**src/rtl/time_set_ctrl_if.sv**
```systemverilog
// Key/timebase inputs and field-select/strobe outputs of the time-setting controller.
interface time_set_ctrl_if;
  logic tick;
  logic key_next;
  logic key_up;
  logic set_day;
  logic set_hour;
  logic set_min;
  logic set_sec;
  logic up_pulse;
  logic blink;
  logic setting;

  modport master (
    output tick, key_next, key_up,
    input  set_day, set_hour, set_min, set_sec, up_pulse, blink, setting
  );

  modport slave (
    input  tick, key_next, key_up,
    output set_day, set_hour, set_min, set_sec, up_pulse, blink, setting
  );
endinterface

```
**src/rtl/time_set_ctrl.sv**
```systemverilog
// Manual time/date setting sequencer: field walk, up-key pulses with auto-repeat,
// blink strobe for the selected digits and idle timeout back to RUN.
module time_set_ctrl #(
  parameter int HOLD_TICKS    = 500,
  parameter int REPEAT_TICKS  = 100,  // must not exceed HOLD_TICKS
  parameter int TIMEOUT_TICKS = 10000,
  parameter int BLINK_TICKS   = 250
) (
  input  logic           clock,
  input  logic           reset,
  time_set_ctrl_if.slave ctrl
);

  localparam logic [2:0] RUN      = 3'd0;
  localparam logic [2:0] SET_DAY  = 3'd1;
  localparam logic [2:0] SET_HOUR = 3'd2;
  localparam logic [2:0] SET_MIN  = 3'd3;
  localparam logic [2:0] SET_SEC  = 3'd4;

  localparam int IDLE_W  = $clog2(TIMEOUT_TICKS + 1);
  localparam int REP_W   = $clog2(HOLD_TICKS + 1);
  localparam int BLINK_W = $clog2(BLINK_TICKS + 1);

  localparam logic [IDLE_W-1:0]  IDLE_LAST  = IDLE_W'(TIMEOUT_TICKS - 1);
  localparam logic [IDLE_W-1:0]  IDLE_MAX   = IDLE_W'(TIMEOUT_TICKS);
  localparam logic [REP_W-1:0]   REP_LAST   = REP_W'(HOLD_TICKS - 1);
  localparam logic [REP_W-1:0]   REP_RELOAD = REP_W'(HOLD_TICKS - REPEAT_TICKS);
  localparam logic [BLINK_W-1:0] BLINK_LAST = BLINK_W'(BLINK_TICKS - 1);

  logic [2:0]         state_q, state_d;
  logic               next_q, up_q;
  logic [IDLE_W-1:0]  idle_cnt_q, idle_cnt_d;
  logic [REP_W-1:0]   rep_cnt_q, rep_cnt_d;
  logic [BLINK_W-1:0] blink_cnt_q, blink_cnt_d;
  logic               blink_q, blink_d;
  logic               up_pulse_q, up_pulse_d;
  logic               up_armed_q, up_armed_d;

  logic in_set, next_rise, up_rise, timeout, state_change, rep_hit;

  assign in_set       = (state_q != RUN);
  assign next_rise    = ctrl.key_next & ~next_q;
  assign up_rise      = ctrl.key_up & ~up_q;
  assign timeout      = in_set & ctrl.tick & ~ctrl.key_up & (idle_cnt_q == IDLE_LAST);
  assign state_change = (state_d != state_q);
  // After the first repeat the counter reloads so the next hit is REPEAT_TICKS away.
  assign rep_hit      = ctrl.key_up & ~up_rise & ctrl.tick & (rep_cnt_q == REP_LAST);

  always_comb begin
    // NOTE: every signal written here gets a default first, so no path infers a latch.
    state_d = state_q;
    if (next_rise) begin
      case (state_q)
        RUN:      state_d = SET_DAY;
        SET_DAY:  state_d = SET_HOUR;
        SET_HOUR: state_d = SET_MIN;
        SET_MIN:  state_d = SET_SEC;
        default:  state_d = RUN;
      endcase
    end else if (timeout) begin
      state_d = RUN;
    end
  end

  always_comb begin
    idle_cnt_d  = idle_cnt_q;
    rep_cnt_d   = rep_cnt_q;
    blink_cnt_d = blink_cnt_q;
    blink_d     = blink_q;

    if (!in_set || state_change || next_rise || ctrl.key_up) begin
      idle_cnt_d = '0;
    end else if (ctrl.tick && idle_cnt_q != IDLE_MAX) begin
      idle_cnt_d = idle_cnt_q + IDLE_W'(1);
    end

    if (!ctrl.key_up || up_rise) begin
      rep_cnt_d = '0;
    end else if (ctrl.tick) begin
      rep_cnt_d = rep_hit ? REP_RELOAD : rep_cnt_q + REP_W'(1);
    end

    // Digit stays lit while adjusting; a fresh field starts a fresh blink phase.
    if (state_d == RUN || state_change || ctrl.key_up) begin
      blink_d     = 1'b0;
      blink_cnt_d = '0;
    end else if (ctrl.tick) begin
      if (blink_cnt_q == BLINK_LAST) begin
        blink_d     = ~blink_q;
        blink_cnt_d = '0;
      end else begin
        blink_cnt_d = blink_cnt_q + BLINK_W'(1);
      end
    end
  end

  assign up_pulse_d = in_set & ~state_change & up_armed_q & (up_rise | rep_hit);
  assign up_armed_d = !ctrl.key_up ? 1'b1 : (state_change ? 1'b0 : up_armed_q);

  always_ff @(posedge clock or posedge reset) begin
    // NOTE: sequential state uses non-blocking assignments so every register samples pre-edge values.
    if (reset) begin
      state_q     <= RUN;
      next_q      <= 1'b0;
      up_q        <= 1'b0;
      idle_cnt_q  <= '0;
      rep_cnt_q   <= '0;
      blink_cnt_q <= '0;
      blink_q     <= 1'b0;
      up_pulse_q  <= 1'b0;
      up_armed_q  <= 1'b0;
    end else begin
      state_q     <= state_d;
      next_q      <= ctrl.key_next;
      up_q        <= ctrl.key_up;
      idle_cnt_q  <= idle_cnt_d;
      rep_cnt_q   <= rep_cnt_d;
      blink_cnt_q <= blink_cnt_d;
      blink_q     <= blink_d;
      up_pulse_q  <= up_pulse_d;
      up_armed_q  <= up_armed_d;
    end
  end

  assign ctrl.set_day  = (state_q == SET_DAY);
  assign ctrl.set_hour = (state_q == SET_HOUR);
  assign ctrl.set_min  = (state_q == SET_MIN);
  assign ctrl.set_sec  = (state_q == SET_SEC);
  assign ctrl.setting  = in_set;
  assign ctrl.up_pulse = up_pulse_q;
  assign ctrl.blink    = blink_q;

endmodule

```
**src/flat_wrapper.sv**
```systemverilog
// flat-port wrapper written by rule: the top's interface ports become plain ports
module time_set_ctrl_flat 
#(
  parameter int HOLD_TICKS    = 500,
  parameter int REPEAT_TICKS  = 100,                               
  parameter int TIMEOUT_TICKS = 10000,
  parameter int BLINK_TICKS   = 250
)
  (clock, reset, ctrl_tick, ctrl_key_next, ctrl_key_up, ctrl_set_day, ctrl_set_hour, ctrl_set_min, ctrl_set_sec, ctrl_up_pulse, ctrl_blink, ctrl_setting);
  time_set_ctrl_if ctrl_i ();
  input  logic clock;
  input  logic reset;
  input wire logic [$bits(ctrl_i.tick)-1:0] ctrl_tick;
  input wire logic [$bits(ctrl_i.key_next)-1:0] ctrl_key_next;
  input wire logic [$bits(ctrl_i.key_up)-1:0] ctrl_key_up;
  output wire logic [$bits(ctrl_i.set_day)-1:0] ctrl_set_day;
  output wire logic [$bits(ctrl_i.set_hour)-1:0] ctrl_set_hour;
  output wire logic [$bits(ctrl_i.set_min)-1:0] ctrl_set_min;
  output wire logic [$bits(ctrl_i.set_sec)-1:0] ctrl_set_sec;
  output wire logic [$bits(ctrl_i.up_pulse)-1:0] ctrl_up_pulse;
  output wire logic [$bits(ctrl_i.blink)-1:0] ctrl_blink;
  output wire logic [$bits(ctrl_i.setting)-1:0] ctrl_setting;
  assign ctrl_i.tick = ctrl_tick;
  assign ctrl_i.key_next = ctrl_key_next;
  assign ctrl_i.key_up = ctrl_key_up;
  assign ctrl_set_day = ctrl_i.set_day;
  assign ctrl_set_hour = ctrl_i.set_hour;
  assign ctrl_set_min = ctrl_i.set_min;
  assign ctrl_set_sec = ctrl_i.set_sec;
  assign ctrl_up_pulse = ctrl_i.up_pulse;
  assign ctrl_blink = ctrl_i.blink;
  assign ctrl_setting = ctrl_i.setting;
  time_set_ctrl #(.HOLD_TICKS(HOLD_TICKS), .REPEAT_TICKS(REPEAT_TICKS), .TIMEOUT_TICKS(TIMEOUT_TICKS), .BLINK_TICKS(BLINK_TICKS)) u_core (.clock(clock), .reset(reset), .ctrl(ctrl_i));
endmodule
```
**config.mk**
```make
export PLATFORM = sky130hd
export DESIGN_NAME = time_set_ctrl_flat
export DESIGN_NICKNAME = d
export VERILOG_FILES = /design/src/rtl/time_set_ctrl_if.sv /design/src/rtl/time_set_ctrl.sv /design/src/flat_wrapper.sv
export SDC_FILE = /design/constraint.sdc
export NUM_CORES = 1
export LEC_CHECK = 0
export CORE_MARGIN = 1.5
export CORE_UTILIZATION = 32
export DETAILED_ROUTE_END_ITERATION = 7
export PLACE_DENSITY = 0.5
export SYNTH_ARGS = -nofsm -noshare
export SYNTH_HDL_FRONTEND = slang
export SYNTH_SLANG_ARGS = --single-unit
```
**constraint.sdc**
```tcl
create_clock -name clock -period 1.8 [get_ports clock]
set_input_delay 0.36 -clock clock [delete_from_list [all_inputs] [get_ports clock]]
set_output_delay 0.36 -clock clock [all_outputs]
set_load 0.01 [all_outputs]
```
==> Word level (Yosys, flattened, before mapping) <==
Cells that the tools add are included.
{ "totals": {"ff_bits": 39, "in_bits": 5, "out_inout_bits": 7, "word_cells": 73} }
{ "op_classes": {"add_sub_neg": 3, "n_eq_ne": 10, "mux": 16, "n_bitwise": 18, "n_reduce_logical": 17} }
{ "ops": {"columns": ["cell", "count"], "rows": [
  ["14-bit two-way mux", 2],
  ["9-bit two-way mux", 3],
  ["8-bit two-way mux", 3],
  ["14-bit by 1-bit adder with 14-bit output, second input constant", 1],
  ["14-bit == test, second input constant", 1],
  ["14-bit != test, second input constant", 1],
  ["3-bit case mux with 4 select lines", 1],
  ["1-bit AND", 11],
  ["9-bit by 1-bit adder with 9-bit output, second input constant", 1],
  ["9-bit == test, second input constant", 1],
  ["8-bit by 1-bit adder with 8-bit output, second input constant", 1],
  ["8-bit == test, second input constant", 1],
  ["2-bit nonzero test", 4],
  ["3-bit by 2-bit == test with 1-bit output, second input constant", 2],
  ["3-bit zero test", 2],
  ["1-bit logical OR", 6],
  ["3-bit two-way mux", 2],
  ["1-bit NOT", 6],
  ["1-bit two-way mux", 5],
  ["3-bit by 1-bit == test with 1-bit output, second input constant", 1],
  ["3-bit == test, second input constant", 1],
  ["3-bit != test", 1],
  ["3-bit nonzero test", 1],
  ["1-bit zero test", 2],
  ["other kinds (4)", 4]
]} }

==> Longest topological paths before layout <==
Gate-level depths: netlist of the first run.
{ "logic_depth": {"ltp_word": 11, "ltp_mapped": 7, "mapped_depth_nobuf": 6} }

==> Worst setup path after synthesis of the first run <==
No wires, ideal clock.
{ "synth_timing": {"path_type": "register to register", "from": "reg u_core.idle_cnt_q[6]", "to": "reg u_core.blink_cnt_q[7]", "setup_ns": 0.144, "arrival_time_ns": 1.681, "required_ns": 1.656, "setup_slack_ns": -0.026, "stages_incl_launch_ff": 7, "n_path_buf": 2, "period_less_slack_ns": 1.826, "cell_sequence": "dfrtp_1 buf_6 or4_1 or4_4 nand4b_4 buf_12 a311oi_2"} }
{ "synth_between": {"elab_chain_cells": 8, "elab_cells_between_ends": 10, "classes_between": "2 x eq/ne; 3 x mux; 1 x bitwise; 4 x reduce/logical"} }
{ "synth_rtl": {"columns": ["element", "line", "rtl"], "rows": [
  ["start, declared", "time_set_ctrl.sv:32", "logic [IDLE_W-1:0] idle_cnt_q, idle_cnt_d;"],
  ["start signal, assigned", "time_set_ctrl.sv:116", "idle_cnt_q <= idle_cnt_d;"],
  ["14-bit == test (*)", "time_set_ctrl.sv:44", "assign timeout = in_set & ctrl.tick & ~ctrl.key_up & (idle_cnt_q == IDLE_LAST);"],
  ["1-bit AND (*)", "time_set_ctrl.sv:44", null],
  ["3-bit two-way mux (*)", "time_set_ctrl.sv:60", "end else if (timeout) begin"],
  ["3-bit two-way mux (*)", "time_set_ctrl.sv:52", "if (next_rise) begin"],
  ["3-bit != test or 3-bit zero test (tied branches)", "time_set_ctrl.sv:45, time_set_ctrl.sv:84", null],
  ["1-bit logical OR (*) (2 in a row)", "time_set_ctrl.sv:84", "if (state_d == RUN || state_change || ctrl.key_up) begin"],
  ["8-bit two-way mux or 2-bit nonzero test (tied branches)", null, null],
  ["end signal, assigned", "time_set_ctrl.sv:118", "blink_cnt_q <= blink_cnt_d;"],
  ["end, declared", "time_set_ctrl.sv:34", "logic [BLINK_W-1:0] blink_cnt_q, blink_cnt_d;"]
]} }
Every way passes the cells marked *; elsewhere a longest branch is shown, timed or not.
A chain may end at the register's enable or synchronous reset.

==> Worst setup path in the final report of the first run <==
{ "layout_timing": {"from": "reg u_core.idle_cnt_q[4]", "to": "reg u_core.blink_cnt_q[2]"} }
Same word-level chain as after synthesis.

==> results of run 1 <==
-- logic make-up after synthesis --
group | Yosys count | synth area share
muxes | 1 | 0.00533
DFF | 39 | 0.462
buffers and inverters | 15 | 0.0486
adders and majority gates | 5 | 0.0296
and+or+nand+nor | 101 | 0.267
xor gates and xnor gates | 16 | 0.0663
AOI/OAI and AO/OA | 34 | 0.121
-- flip-flops by register name, indices dropped and copies added (netlist names) --
register and cells:
u_core.state_q 3, u_core.next_q 1, u_core.up_armed_q 1, u_core.blink_cnt_q 8
u_core.ctrl.up_pulse 1, u_core.rep_cnt_q 9, u_core.idle_cnt_q 14, u_core.up_q 1
u_core.ctrl.blink 1
-- through the flow --
stage               cells   util  hold WS (ns)  cell area, um2  total power, W
detailed placement    323  0.395         0.467            2510         0.00149
floorplan             211      -         0.391            2110         0.00126
finish                330  0.411         0.421            2610         0.00202
CTS                   330  0.408         0.426            2590         0.00207
global placement      323  0.395         0.460            2510         0.00148
global route          330  0.411         0.428            2610         0.00215
-- layout make-up --
class / count / area [um2]
Fill cell: 611 / 3740
Multi-Input combinational cell: 157 / 1060
Sequential cell: 39 / 976
Timing Repair Buffer: 43 / 365
Tap cell: 77 / 96.3
Clock buffer: 6 / 82.6
Inverter: 7 / 26.3
Clock inverter: 1 / 5.00
-- worst max-delay path, stage by stage, from the launching register on --
cell and delay, ns:
dfrtp_1 0.39, or4_4 0.53, or4_4 0.46, nand4b_4 0.13, buf_12 0.16, a311oi_1 0.06
-- power by group through the flow --
stage	registers (W)	logic [W]	clock network (W)
after floorplan	0.000975	0.000288	0
after global placement	0.000958	0.000527	0
after detailed placement	0.000959	0.000529	0
after CTS	0.000941	0.000503	0.000623
after global routing	0.000947	0.000540	0.000660
final	0.000941	0.000487	0.000591
-- what timing repair did --
action | 4_1_cts | 5_1_grt
endpoints found under the hold margin | 0 | 0
resized for setup | 7 | 5
setup endpoints to repair | 31 | 28
-- final timing paths --
check | startpoint | to | slack (ns) | cells after the start
worst max-delay path | u_core.idle_cnt_q[4]$_DFFE_PP0P_ | u_core.blink_cnt_q[2]$_DFFE_PP0P_ | -0.06 | 5
worst min-delay path | reset | u_core.idle_cnt_q[5]$_DFFE_PP0P_ | 0.42 | 3
worst max register to register | u_core.idle_cnt_q[4]$_DFFE_PP0P_ | u_core.blink_cnt_q[2]$_DFFE_PP0P_ | -0.06 | 5
worst min register to register | u_core.up_armed_q$_DFFE_PP0P_ | u_core.up_armed_q$_DFFE_PP0P_ | 0.48 | 2
max in group asynchronous | reset | u_core.rep_cnt_q[0]$_DFFE_PP0P_ | 1.18 | 3
min in group clock | u_core.up_armed_q$_DFFE_PP0P_ | u_core.up_armed_q$_DFFE_PP0P_ | 0.48 | 2
-- layout by cell type (no fill, tap or decap), types with 2 or more instances in the layout --
cell type	Yosys	routed
a31oi_1	3	3
nor3_1	2	2
or4_4	1	2
a21oi_2	4	4
inv_1	6	6
o21ai_0	3	3
nand2_1	22	22
a41oi_1	3	3
xnor2_1	10	10
nand3b_1	4	4
o22ai_1	3	3
a311oi_1	3	2
dlygate4sd2_1	0	4
nand4_1	10	10
a21oi_1	6	6
clkdlybuf4s50_1	0	6
a311oi_2	1	2
clkbuf_8	0	6
nor4_1	5	4
nand3_1	14	14
buf_4	0	30
dfrtp_1	39	39
nor2_1	19	19
or3_2	2	2
a211oi_2	1	2
nor3b_1	3	3
and3_1	4	4
or3_1	4	4
buf_12	1	2
ha_1	5	5
xor2_1	6	6
a22o_1	2	2
and4_1	2	2
-- layer usage --
metal | wire length [um] | GRT usage | vias up
met5 | 0 | 0 | -
met4 | 29 | 0.0492 | 0
met3 | 90 | 0.0256 | 2
met2 | 2110 | 0.224 | 9
met1 | 2170 | 0.168 | 820
li1 | - | - | 859
==> summary.txt, run 1 <==
Yosys
  • Count leader, synth: dfrtp_1
  • Cell accounting for the most synthesized area: dfrtp_1
  • Yosys reg bits: 39
  • Sequential share of the synthesized area: 0.462
  • Synth top area cells: dfrtp_1 (46%), xnor2_1 (4.1%), nand2_1 (3.9%), nor2_1 (3.4%), nand3_1 (3.3%)
  • Top cells by count, synth: dfrtp_1 (39), nand2_1 (22), nor2_1 (19)
  • Mapped Area: 0.00211 mm2
  • Syn. warnings: 0
  • Primary FF master, synth: dfrtp_1
  • Synth Area per Inst: 10.0 um2
  • Async set or reset register ratio after synthesis: 1.00
  • Synth top area share: 0.462
  • Unique masters post-synth: 47
  • Mapped Nets: 221
  • Post-synth EDFFs: 0
  • Syn Inst Count: 211

Critical path
  • Crit path kind: register to register
  • Data arrival, critical path: 2.02 ns
  • Worst setup EP type: register
  • CP required: 1.95 ns
  • Startpoint class of the critical path: register
  • CP Max Fanout: 15

Die
  • Die Footprint: 0.00710 mm2
  • Core ar.: 0.00635 mm2
  • Row count: 29
  • Die W: 84.2 um
  • I/O pin count: 12
  • Initial Utilization: 0.333
  • Die H: 84.2 um

Power
  • Leakage power: 1.08 nW
  • Sw power: 0.000565 W
  • Combinational power share: 0.241
  • Sequential power share: 0.466
  • Clock power frac: 0.293
  • Sw Ratio: 0.280
  • Pwr dens: 773 mW/mm2
  • Internal power: 0.00145 W
  • Worst VDD drop: 441 uV

STA
  • Least-Margin Pin Slew: 0.335 ns
  • Final hold viol count: 0
  • Max frequency: 537 MHz
  • RSZ-0062 raised after global routing: true
  • Post-route setup slack: -0.0619 ns
  • Slew Limit Fails: 0
  • Slew headroom: 0.773
  • # setup viols final: 24
  • Period minus WS final: 1.86 ns
  • Final worst-path cycle share: 1.03
  • Setup TNS: -0.770 ns
  • Clock Skew: 0.00797 ns

CTS
  • CTS root buffer: clkbuf_8
  • Clock Pin Slew Worst Setup and Hold Paths: 0.08 ns
  • CTS tree: yes
  • Clk buf depth: 2
  • CTS sink cnt: 39
  • CTS hold repair buffers: 0
  • H-Tree Depth: 2
  • Num CTS Buffers: 5
  • Post-CTS setup buffers: 0
  • Clk Latency, worst-skew pair: 0.28 ns

Global route
  • First-pass GRT wire length: 7580 um
  • Vias in the first global route: 1622
  • Largest net degree at the start of global routing: 40
  • Gr ovfl total: 0
  • Total GRT Usage: 0.132
  • Initial antenna violation count: 0

Routing
  • Routed len/inst: 13.3 um
  • Detail Route Antenna Nets: 0
  • Drt first pass iters: 4
  • DRC: 0
  • Final wirelength: 4400 um
  • Routed vias: 1690
  • Vias per cell: 5.12
  • Initial drt markers: 51

Hold path
  • Hold Path Class: input port to asynchronous set/reset pin

Placement
  • Dpl hpwl: 3110 um
  • GP Congestion: 0.772
  • I/O Buffers: 11
  • Dpl ws: -0.262 ns

Layout
  • Share of cells above drive strength 1: 0.233
  • Antenna fix cells: 0
  • Area growth from synthesis to layout: 23.7%
  • Fin nets: 263

Status
  • Status: finished with violations
  • Failing checks: negative setup slack

Run
  • Max_cap viols: 0
(Power assumes the default switching activity.)
==> run 2, diff against run 1 <==
--- a/config.mk
+++ b/config.mk
@@ -5,6 +5,7 @@
 export SDC_FILE = /design/constraint.sdc
 export NUM_CORES = 1
 export LEC_CHECK = 0
+export ABC_CLOCK_PERIOD_IN_PS = 1500
 export CORE_MARGIN = 1.5
 export CORE_UTILIZATION = 32
 export DETAILED_ROUTE_END_ITERATION = 7
==> constraint.sdc (replaced) <==
create_clock -name clock -period 1.5 [get_ports clock]
set_input_delay 0.3 -clock clock [delete_from_list [all_inputs] [get_ports clock]]
set_output_delay 0.3 -clock clock [all_outputs]
set_load 0.01 [all_outputs]
==> summary.txt, run 2 (synthesis results as in run 1) <==
Layout
  • Most flops, register: u_core.idle_cnt_q
  • Max FFs per register: 14
  • Core Util, Final: 0.465
  • Top flop regs: u_core.idle_cnt_q (14), u_core.rep_cnt_q (9), u_core.blink_cnt_q (8)
  • Design area: 0.00295 mm2
  • Most frequent cells in the layout: buf_4 (63), dfrtp_1 (39), nand2_1 (22)
  • Antenna fix cells: 0
  • Fin nets: 299
  • Area growth from synthesis to layout: 39.8%
  • Share of cells above drive strength 1: 0.374
  • Most common cell after layout, fill and taps aside: buf_4
  • Filler cells: 627

CTS
  • Clk buf depth: 2
  • Clock Pin Slew Worst Setup and Hold Paths: 0.07 ns
  • Clk Latency, worst-skew pair: 0.29 ns
  • H-Tree Depth: 2
  • Num CTS Buffers: 5
  • CTS root buffer: clkbuf_8
  • CTS tree: yes
  • CTS hold repair buffers: 0
  • CTS sink cnt: 39

Global route
  • Gr ovfl total: 0
  • Vias in the first global route: 1806
  • Initial antenna violation count: 0
  • GR Layer Usage met2: 0.248
  • Total GRT Usage: 0.151
  • First-pass GRT wire length: 8570 um
  • Routing usage on met3: 0.0295
  • GR peak layer: met2
  • GR Layer Usage met1: 0.199
  • Largest net degree at the start of global routing: 40

Routing
  • Drt first pass iters: 4
  • Routed len/inst: 13.6 um
  • Routed vias: 1846
  • Detail Route Antenna Nets: 0
  • Initial drt markers: 45
  • DRC: 0
  • Vias per cell: 5.04
  • Final wirelength: 4960 um

Critical path
  • Data arrival, critical path: 2.02 ns
  • CP Max Fanout: 3
  • Startpoint class of the critical path: register
  • Crit path kind: register to register
  • FF-to-FF setup slack: -0.35 ns
  • Worst setup EP type: register
  • Reg-to-reg endpoint: u_core.state_q[2]$_DFF_PP0_
  • CP required: 1.67 ns
  • Launching point of the worst reg2reg path: u_core.idle_cnt_q[4]$_DFFE_PP0P_
  • R2R depth: 5

Die
  • Initial Utilization: 0.333
  • Die H: 84.2 um
  • Core ar.: 0.00635 mm2
  • Row count: 29
  • Die W: 84.2 um
  • Die Footprint: 0.00710 mm2
  • I/O pin count: 12

Power
  • Leakage power: 1.29 nW
  • Worst VDD drop: 612 uV
  • Pwr dens: 877 mW/mm2

Placement
  • Dpl ws: -0.534 ns
  • GP Congestion: 0.785
  • Dpl hpwl: 3550 um
  • I/O Buffers: 11
  • DP Area: 0.00276 mm2

STA
  • Post-route setup slack: -0.346 ns
  • Fin Hold WS: 0.366 ns
  • Period minus WS final: 1.85 ns
  • Final worst-path cycle share: 1.23
  • # setup viols final: 27
  • Clock Skew: 0.00262 ns
  • Slew headroom: 0.763
  • RSZ-0062 raised after global routing: true
  • Slew Limit Fails: 0
  • Least-Margin Pin Slew: 0.352 ns
  • Final hold viol count: 0
  • Max frequency: 542 MHz
  • Setup TNS: -8.38 ns

Status
  • Status: finished with violations
  • Failing checks: negative setup slack

Run
  • Max_cap viols: 0

Hold path
  • Hold Path Class: input port to asynchronous set/reset pin
## run 2: worst max path at each step
stage	endpoint	startpoint	slack, ns
6_report	u_core.state_q[2]$_DFF_PP0_	u_core.idle_cnt_q[4]$_DFFE_PP0P_	-0.35
3_3_place_gp	u_core.blink_cnt_q[4]$_DFFE_PP0P_	ctrl_tick	-0.50
5_1_grt	u_core.blink_cnt_q[4]$_DFFE_PP0P_	u_core.idle_cnt_q[5]$_DFFE_PP0P_	-0.41
3_5_place_dp	u_core.idle_cnt_q[13]$_DFFE_PP0P_	ctrl_tick	-0.53
2_1_floorplan	u_core.blink_cnt_q[7]$_DFFE_PP0P_	u_core.idle_cnt_q[6]$_DFFE_PP0P_	-0.33
4_1_cts	u_core.blink_cnt_q[4]$_DFFE_PP0P_	u_core.idle_cnt_q[4]$_DFFE_PP0P_	-0.36
## run 2: metrics by stage
stage,power (W),instances
finish,0.00259,366
global route,0.00275,366
CTS,0.00259,362
detailed placement,0.00184,353
global placement,0.00183,353
floorplan,0.00152,211
## run 2: routing by layer
metal,share of wire,up-vias
met4,0.015,0
met1,0.48,893
li1,-,931
met3,0.023,6
met2,0.48,16
met5,0,-
## run 2: worst max-delay path, cell delays in order, from the launching register on
cell	delay (ns)
dfrtp_1	0.39
or4_4	0.54
or4_4	0.45
buf_4	0.16
nor2_4	0.10
o22ai_1	0.10
## run 2: timing repair
action                                  CTS  global route
pin swaps                                 2             6
buffers inserted                          2             4
resized for setup                        32             9
endpoints found under the setup margin   39            35
cloned                                    0             0
## run 2: final cells by class
cell class | count | area [um2] | area share
Clock inverter | 1 | 5.00 | 0.00169
Tap cell | 77 | 96.3 | 0.0326
Multi-Input combinational cell | 157 | 1130 | 0.382
Inverter | 7 | 27.5 | 0.00932
Clock buffer | 6 | 82.6 | 0.0280
Sequential cell | 39 | 976 | 0.331
Timing Repair Buffer | 79 | 638 | 0.216
## run 2: power breakdown
part | internal (W) | switching [W]
registers | 0.00110 | 0.0000354
logic | 0.000393 | 0.000346
clock network | 0.000361 | 0.000352
